File: src/rtl/ramb4_s8_s16_fifo_ctrl.sv
// ramb4_s8_s16_fifo_ctrl
//
// Byte-in / halfword-out FIFO controller for one dual-port 512x8 / 256x16
// block RAM. Port A is the 8-bit write port and port B is the 16-bit read
// port. Bytes are packed little-endian: byte 2k lands in DOB[7:0] of word k
// and byte 2k+1 lands in DOB[15:8]. A two-entry output buffer gives
// first-word-fall-through behaviour on the read side.
//
// Optional build macro: FIFO_ODD_PAD_EN
//   When defined, input PAD_REQ lets the producer complete a half-written
//   word with a 0x00 high byte so that an odd trailing byte can drain.
//
// Ports
//   CLK, RST_N            clock, asynchronous active-low reset
//   FLUSH                 synchronous clear of all FIFO state
//   WR_VALID/WR_DATA/WR_READY   8-bit input stream
//   PAD_REQ               (FIFO_ODD_PAD_EN only) pad request
//   RD_VALID/RD_DATA/RD_READY   16-bit output stream
//   OCC                   bytes held in RAM, including an in-flight fetch
//   RD_LEVEL              complete words in RAM plus buffered words
//   AFULL, AEMPTY         level flags (OCC >= AFULL_THRESH,
//                         RD_LEVEL <= AEMPTY_THRESH)
//   RAM_*                 block RAM port A (write) / port B (read) drive

module ramb4_s8_s16_fifo_ctrl #(
  parameter int unsigned AFULL_THRESH  = 480,
  parameter int unsigned AEMPTY_THRESH = 2
) (
  input  logic        CLK,
  input  logic        RST_N,
  input  logic        FLUSH,
  input  logic        WR_VALID,
  input  logic [7:0]  WR_DATA,
  output logic        WR_READY,
`ifdef FIFO_ODD_PAD_EN
  input  logic        PAD_REQ,
`endif
  output logic        RD_VALID,
  output logic [15:0] RD_DATA,
  input  logic        RD_READY,
  output logic [9:0]  OCC,
  output logic [8:0]  RD_LEVEL,
  output logic        AFULL,
  output logic        AEMPTY,
  output logic [8:0]  RAM_ADDRA,
  output logic [7:0]  RAM_DIA,
  output logic        RAM_ENA,
  output logic        RAM_WEA,
  output logic        RAM_RSTA,
  output logic [7:0]  RAM_ADDRB,
  output logic        RAM_ENB,
  output logic        RAM_WEB,
  output logic        RAM_RSTB,
  input  logic [15:0] RAM_DOB
);

  localparam logic [9:0] AFULL_LVL  = AFULL_THRESH[9:0];
  localparam logic [8:0] AEMPTY_LVL = AEMPTY_THRESH[8:0];

  // Registered state
  logic        rst_done_q, rst_done_d;
  logic [8:0]  wr_ptr_q, wr_ptr_d;        // byte address, port A
  logic [7:0]  rd_ptr_q, rd_ptr_d;        // word address, port B
  logic [9:0]  occ_q, occ_d;              // bytes in RAM incl. in-flight word
  logic        inflight_q, inflight_d;    // port B read issued last cycle
  logic [15:0] obuf_q [2];
  logic [15:0] obuf_d [2];
  logic        obuf_wr_q, obuf_wr_d;
  logic        obuf_rd_q, obuf_rd_d;
  logic [1:0]  obuf_cnt_q, obuf_cnt_d;

  // Per-cycle control
  logic        base_ready;
  logic        pad_wr;
  logic        wr_accept;
  logic        ram_wr;
  logic        pop;
  logic        issue;
  logic        capture;
  logic        word_avail;
  logic [9:0]  unfetched;
  logic [2:0]  slots;

  always_comb begin
    // OCC never exceeds 512, so bit 9 set means exactly full.
    base_ready = rst_done_q & ~occ_q[9] & ~FLUSH;
`ifdef FIFO_ODD_PAD_EN
    // A real write always wins over padding; an odd OCC implies space.
    pad_wr     = PAD_REQ & occ_q[0] & base_ready & ~WR_VALID;
`else
    pad_wr     = 1'b0;
`endif
    WR_READY   = base_ready & ~pad_wr;
    wr_accept  = WR_VALID & WR_READY;
    ram_wr     = wr_accept | pad_wr;

    RD_VALID   = (obuf_cnt_q != 2'd0);
    RD_DATA    = obuf_q[obuf_rd_q];
    pop        = RD_VALID & RD_READY;

    // The in-flight word is still counted in OCC but is no longer fetchable.
    // Because OCC is registered, a word only becomes fetchable once both of
    // its bytes were written at an earlier edge.
    unfetched  = occ_q - {8'd0, inflight_q, 1'b0};
    word_avail = (unfetched > 10'd1);

    // Buffered words plus the word in flight must leave room after this
    // cycle's pop; this keeps the two-entry buffer from overflowing while
    // still allowing one fetch per cycle under continuous reads.
    slots      = {1'b0, obuf_cnt_q} + {2'b00, inflight_q};
    issue      = ~FLUSH & word_avail & ((slots < 3'd2) | pop);

    // A flush discards whatever port B returns this cycle.
    capture    = inflight_q & ~FLUSH;
  end

  always_comb begin
    rst_done_d = 1'b1;
    wr_ptr_d   = wr_ptr_q;
    rd_ptr_d   = rd_ptr_q;
    occ_d      = occ_q;
    inflight_d = inflight_q;
    obuf_d[0]  = obuf_q[0];
    obuf_d[1]  = obuf_q[1];
    obuf_wr_d  = obuf_wr_q;
    obuf_rd_d  = obuf_rd_q;
    obuf_cnt_d = obuf_cnt_q;

    if (FLUSH) begin
      wr_ptr_d   = '0;
      rd_ptr_d   = '0;
      occ_d      = '0;
      inflight_d = 1'b0;
      obuf_d[0]  = '0;
      obuf_d[1]  = '0;
      obuf_wr_d  = 1'b0;
      obuf_rd_d  = 1'b0;
      obuf_cnt_d = '0;
    end else begin
      if (ram_wr) begin
        wr_ptr_d = wr_ptr_q + 9'd1;
      end
      if (issue) begin
        rd_ptr_d = rd_ptr_q + 8'd1;
      end
      inflight_d = issue;

      // Space is released only at capture, so a word being fetched can
      // never be overwritten by port A in the same cycle.
      occ_d = occ_q + {9'd0, ram_wr} - {8'd0, capture, 1'b0};

      if (capture) begin
        obuf_d[obuf_wr_q] = RAM_DOB;
        obuf_wr_d         = ~obuf_wr_q;
      end
      if (pop) begin
        obuf_rd_d = ~obuf_rd_q;
      end
      obuf_cnt_d = obuf_cnt_q + {1'b0, capture} - {1'b0, pop};
    end
  end

  always_ff @(posedge CLK or negedge RST_N) begin
    if (!RST_N) begin
      rst_done_q <= 1'b0;
      wr_ptr_q   <= '0;
      rd_ptr_q   <= '0;
      occ_q      <= '0;
      inflight_q <= 1'b0;
      obuf_q[0]  <= '0;
      obuf_q[1]  <= '0;
      obuf_wr_q  <= 1'b0;
      obuf_rd_q  <= 1'b0;
      obuf_cnt_q <= '0;
    end else begin
      rst_done_q <= rst_done_d;
      wr_ptr_q   <= wr_ptr_d;
      rd_ptr_q   <= rd_ptr_d;
      occ_q      <= occ_d;
      inflight_q <= inflight_d;
      obuf_q[0]  <= obuf_d[0];
      obuf_q[1]  <= obuf_d[1];
      obuf_wr_q  <= obuf_wr_d;
      obuf_rd_q  <= obuf_rd_d;
      obuf_cnt_q <= obuf_cnt_d;
    end
  end

  // Status outputs. RD_LEVEL peaks at 256 + 2 and fits in 9 bits.
  assign OCC      = occ_q;
  assign RD_LEVEL = occ_q[9:1] + {7'd0, obuf_cnt_q};
  assign AFULL    = (occ_q >= AFULL_LVL);
  assign AEMPTY   = (RD_LEVEL <= AEMPTY_LVL);

  // RAM drive
  assign RAM_ADDRA = wr_ptr_q;
  assign RAM_DIA   = pad_wr ? 8'h00 : WR_DATA;
  assign RAM_ENA   = ram_wr;
  assign RAM_WEA   = ram_wr;
  assign RAM_RSTA  = 1'b0;
  assign RAM_ADDRB = rd_ptr_q;
  assign RAM_ENB   = issue;
  assign RAM_WEB   = 1'b0;
  assign RAM_RSTB  = 1'b0;

endmodule

File: config.mk
export PLATFORM = sky130hd
export DESIGN_NAME = ramb4_s8_s16_fifo_ctrl
export DESIGN_NICKNAME = d
export VERILOG_FILES = /design/src/rtl/ramb4_s8_s16_fifo_ctrl.sv
export SDC_FILE = /design/constraint.sdc
export NUM_CORES = 1
export LEC_CHECK = 0
export CORE_ASPECT_RATIO = 1.4
export CORE_UTILIZATION = 25
export DETAILED_ROUTE_END_ITERATION = 12
export GPL_TIMING_DRIVEN = 0
export PLACE_DENSITY = 0.44
export SETUP_SLACK_MARGIN = 0.1
export SLEW_MARGIN = 20
export SYNTH_ARGS = -nofsm -noshare
export SYNTH_HDL_FRONTEND = slang
export SYNTH_SLANG_ARGS = --single-unit
File: constraint.sdc
create_clock -name CLK -period 2.9 [get_ports CLK]
set_input_delay 0.435 -clock CLK [delete_from_list [all_inputs] [get_ports CLK]]
set_output_delay 0.435 -clock CLK [all_outputs]
set_load 0.01 [all_outputs]
# Yosys cells after proc, flatten, opt, wreduce, memory -nomap -nowiden
# Index checks and enable logic that the tools add are counted.
# word_totals
rom_bits	0
ff_bits	65
word_cells	65
latch_bits	0
ramBits	0
inputBits	29
n_memories	0
out_inout_bits	70
# op_classes
n_lt_le_gt_ge	7
addsub	9
bitwise	14
mux	19
eq_ne	0
reduce_logical	6
mul	0
div_mod_pow	0
shift	0
# ops
op	n
16-bit two-way mux	4
32-bit two-way mux	2
32-bit bitwise mux	1
10-bit by 2-bit subtractor with 10-bit output	2
9-bit two-way mux	2
16-bit demux with 1-bit select	1
8-bit two-way mux	2
10-bit by 1-bit adder with 10-bit output	1
10-bit by 9-bit >= comparator with 1-bit output (second input constant)	1
10-bit by 1-bit greater-than comparator with 1-bit output (second input constant)	1
10-bit two-way mux	1
2-bit nonzero test	5
9-bit by 1-bit adder with 9-bit output (second input constant)	1
9-bit by 2-bit adder with 9-bit output	1
9-bit by 2-bit <= comparator with 1-bit output (second input constant)	1
8-bit by 1-bit adder with 8-bit output (second input constant)	1
1-bit AND	7
1-bit two-way mux	5
2-bit >= comparator (second input constant)	2
1-bit NOT	4
1-bit NOT with 2-bit output	2
2-bit by 1-bit adder with 3-bit output	1
3-bit by 2-bit < comparator with 1-bit output (second input constant)	1
2-bit by 1-bit adder with 2-bit output	1
other kinds (5)	5

# Depth between registers and ports, before layout
# depth
word_depth	8
ltp_mapped	12

# Worst setup path after synthesis
# OpenSTA, ideal clock, no wires.
# synth_timing
path_type	input -> register
start	input port FLUSH
end	register occ_q[6], in the netlist OCC[6]
setup_slack_ns	0.406
t_arrival_ns	2.416
t_required_ns	2.822
path_stages	12
setup_ns	0.078
cell_sequence	clkbuf_1 buf_1 nand2b_1 ha_1 inv_1 ha_1 nand2b_1 a21oi_1 o21bai_1 a21oi_1 or3_1 a21oi_1
# synth_via
elab_chain_len	6
# synth_rtl
item	line	source
start, declared	31	input logic FLUSH,
1-bit NOT	86, 114	
1-bit AND	86	base_ready = rst_done_q & ~occ_q[9] & ~FLUSH;
1-bit AND	94	wr_accept = WR_VALID & WR_READY;
10-bit by 1-bit adder with 10-bit output	150	occ_d = occ_q + {9'd0, ram_wr} - {8'd0, capture, 1'b0};
10-bit by 2-bit subtractor with 10-bit output	150	
10-bit two-way mux (*)	129	if (FLUSH) begin
via occ_d[6]	64	logic [9:0] occ_q, occ_d;
end signal, assigned	168	occ_q <= '0;
end signal, assigned	179	occ_q <= occ_d;
end, declared	64	
# The timed path passes the listed nets; every way through them passes the cells marked *.
# A chain may end at the register's enable or synchronous reset.

# Final worst setup path
# layout_timing
start	register occ_q[4], in the netlist OCC[4]
end	output port RAM_ENB
# layout_via
elab_chain_len	4
# layout_rtl
item	line	source
10-bit by 2-bit subtractor with 10-bit output	104	unfetched = occ_q - {8'd0, inflight_q, 1'b0};
10-bit by 1-bit greater-than comparator with 1-bit output	105	word_avail = (unfetched > 10'd1);
1-bit AND (2 in series)	111	issue = ~FLUSH & word_avail & ((slots < 3'd2) | pop);
end, declared	51	output logic RAM_ENB,
# Every way passes these cells.

==> metrics.txt <==
DRT iter0 DRCs 165; asr flop ratio synth 1.00; WHS 520 ps; Die Height 152 µm; commonest non-fill, non-tap cell in the layout clkdlybuf4s50_1; clock buffer depth 2; CP Capture Type output port; CP Data Required Time 2470 ps; Gate power share 0.502; vias in the first global route 3657; Leakage 2.49 nW; WL final 11300 µm; Pre-antenna DRT Iters 4; setup_tns 0 ps; Synth Cell Area 4030 µm²; average wire per standard cell 14.9 µm; vias 3441; Max FO, Critical Path 4; die width 109 µm; outcome finished clean; Post-synth EDFFs 0; crit path DAT 2380 ps; critical path class reg -> out; post-route clock period utilization 0.970; Global Route Usage Sum 0.143; syn avg cell area 9.30 µm²; Slew @ Worst Pin 598 ps; worst skew pair latency 330 ps; relative slew slack 0.601; Setup Viol. Count Final 0; min-delay src obuf_q[25]; Die ar. 16600 µm²; sequential share of the synthesized area 0.404; Final Instance Area 5770 µm²; Yosys warning count 0; DP HPWL 8420 µm; r2r worst-path depth 11; gr ovfl total 0; ys flop type dfrtp_1; sequential share of power 0.253; Hold EP obuf_q[25]; Peak VDD IR 0.000354 V; clk slew on worst S/H paths 50 ps; min Tclk post-route 2810 ps; Reg2Reg Launch Point inflight_q; flop-to-flop setup slack 320 ps; synthesis-stage register bit count 65; Post-route DRC 0; Net Sw Frac 0.369; Cells on Worst Hold Path 2; RR Endpoint RAM_ADDRB[7]; fmax 356 MHz; net switching power figure 1.78 mW; RSZ-0062 raised after global routing yes; Area growth, synth to finish 43.4%; # port buffers 86; Pint 3.04 mW; ANT cells 0; Pins Over Slew Limit 0; I/O Pins 99; Initial Util 0.257; CTS tree built; largest net degree at the start of global routing 47; antenna violations before repair 0; Pwr Density 834 nW/µm²; post-synthesis cell count 433; Max-Cap Viols 0; Vias/cell 4.55; Area after DPL 5160 µm²; CTS root buf clkbuf_16; CTS H-Tree Depth 3; # clock sinks 65; core area 15700 µm²; endpoints failing hold 0; ratio of cells with drive above 1 in the final layout 0.202; nets 620; Core Rows 54; clock share of power 0.245; TritonCTS buffer count 9; Layout Skew 6.09 ps; count of cell types in the netlist 48; first-pass GRT wire length 18400 µm; type of the most critical hold path reg -> reg; Detail Route Antenna Nets 0; Routability Congestion 0.796; commonest cells after routing, fill and taps aside clkdlybuf4s50_1, nand2_1, dfrtp_1; Worst setup SP type register
[cell usage after synthesis, drive strengths merged, types with 4 or more instances]
master	n	share of area
dfrtp	65	0.40
buf	15	0.027
nor2	29	0.029
xnor2	15	0.033
a21oi	47	0.058
and3	5	0.0078
nand2	75	0.070
xor2	11	0.024
o21ai	7	0.0087
mux2	22	0.065
nand4	4	0.0062
ha	35	0.11
nand2b	9	0.014
or3	4	0.0062
clkbuf	15	0.014
inv	15	0.014
nor3	7	0.011
and4	4	0.0093
nand3	9	0.011
nor4	5	0.011
nand3b	4	0.0075
nor2b	10	0.016
[routing by layer]
metal | routed length (µm) | GRT usage
met1 | 4700 | 0.162
met2 | 5770 | 0.255
met3 | 637 | 0.0346
met4 | 178 | 0.0546
met5 | 0 | 0
[logic make-up after synthesis]
group | after synthesis | synth area share
compound gates | 64 | 0.0864
xor+xnor | 26 | 0.0566
fa+ha+maj | 36 | 0.114
buf+inv | 45 | 0.0550
flops | 65 | 0.404
mux | 22 | 0.0653
other cells | 2 | 0.00187
simple gates | 173 | 0.217
[timing repair]
| action | CTS | global route |
|---|---|---|
| hold endpoints to repair | 19 | 0 |
| gates cloned | 0 | 0 |
| buffers inserted | 18 | 4 |
| endpoints found under the setup margin | 11 | 7 |
| hold buffers | 1 | 0 |
| resized for setup | 37 | 8 |
| pin swaps | 9 | 7 |
[worst max path at each step]
stage                          to  cells past startpoint       start
after floorplan            OCC[6]                     12       FLUSH
after global placement     OCC[9]                      1       RST_N
after detailed placement  RAM_ENB                     10      OCC[1]
after CTS                 RAM_ENB                      9  inflight_q
after global routing      RAM_ENB                     10      OCC[4]
final                     RAM_ENB                     10      OCC[4]
[per-stage QoR]
step / std cells / setup WS, ps / util / total power [mW]
2_1_floorplan: 435 / 406 / - / 2.58
3_3_place_gp: 717 / -1050 / 0.328 / 3.38
3_5_place_dp: 718 / -331 / 0.330 / 3.40
4_1_cts: 752 / 29.0 / 0.365 / 4.82
5_1_grt: 756 / -0.380 / 0.368 / 5.19
6_report: 756 / 87.2 / 0.368 / 4.82
[flip-flops by register name, summed over array words and instances, names as in the netlist]
| name | cells |
|---|---|
| obuf_cnt_q | 2 |
| obuf_wr_q | 1 |
| RAM_ADDRB | 8 |
| inflight_q | 1 |
| obuf_rd_q | 1 |
| obuf_q | 32 |
| RAM_ADDRA | 9 |
| OCC | 10 |
| rst_done_q | 1 |
[layout make-up]
cell class              count  area (µm²)
repair buffers            110        1070
plain buffers              29         165
multi-input cells         325        2270
flip-flops and latches     65        1640
fillers                  1641        9900
clock buffers              10         229
inverters                  15        60.1
well taps                 196         245
clock inverters             6        92.6
[power by group through the flow]
stage,Combinational [mW],Clock (mW),Sequential (mW)
after CTS,2.37,1.21,1.24
final,2.42,1.18,1.22
after detailed placement,2.13,0,1.27
after global routing,2.69,1.26,1.24
after floorplan,1.36,0,1.22
after global placement,2.11,0,1.27
[worst max-delay path: stages, from the launching register on]
cell and delay (ps):
dfrtp_2 390, clkinvlp_4 120, buf_12 140, ha_1 200
nand3b_1 140, a31oi_1 140, nor4_4 260, nor4b_4 320
buf_6 160, nor3_2 30, buf_2 150
No activity file was read; power rests on OpenSTA's default activity.
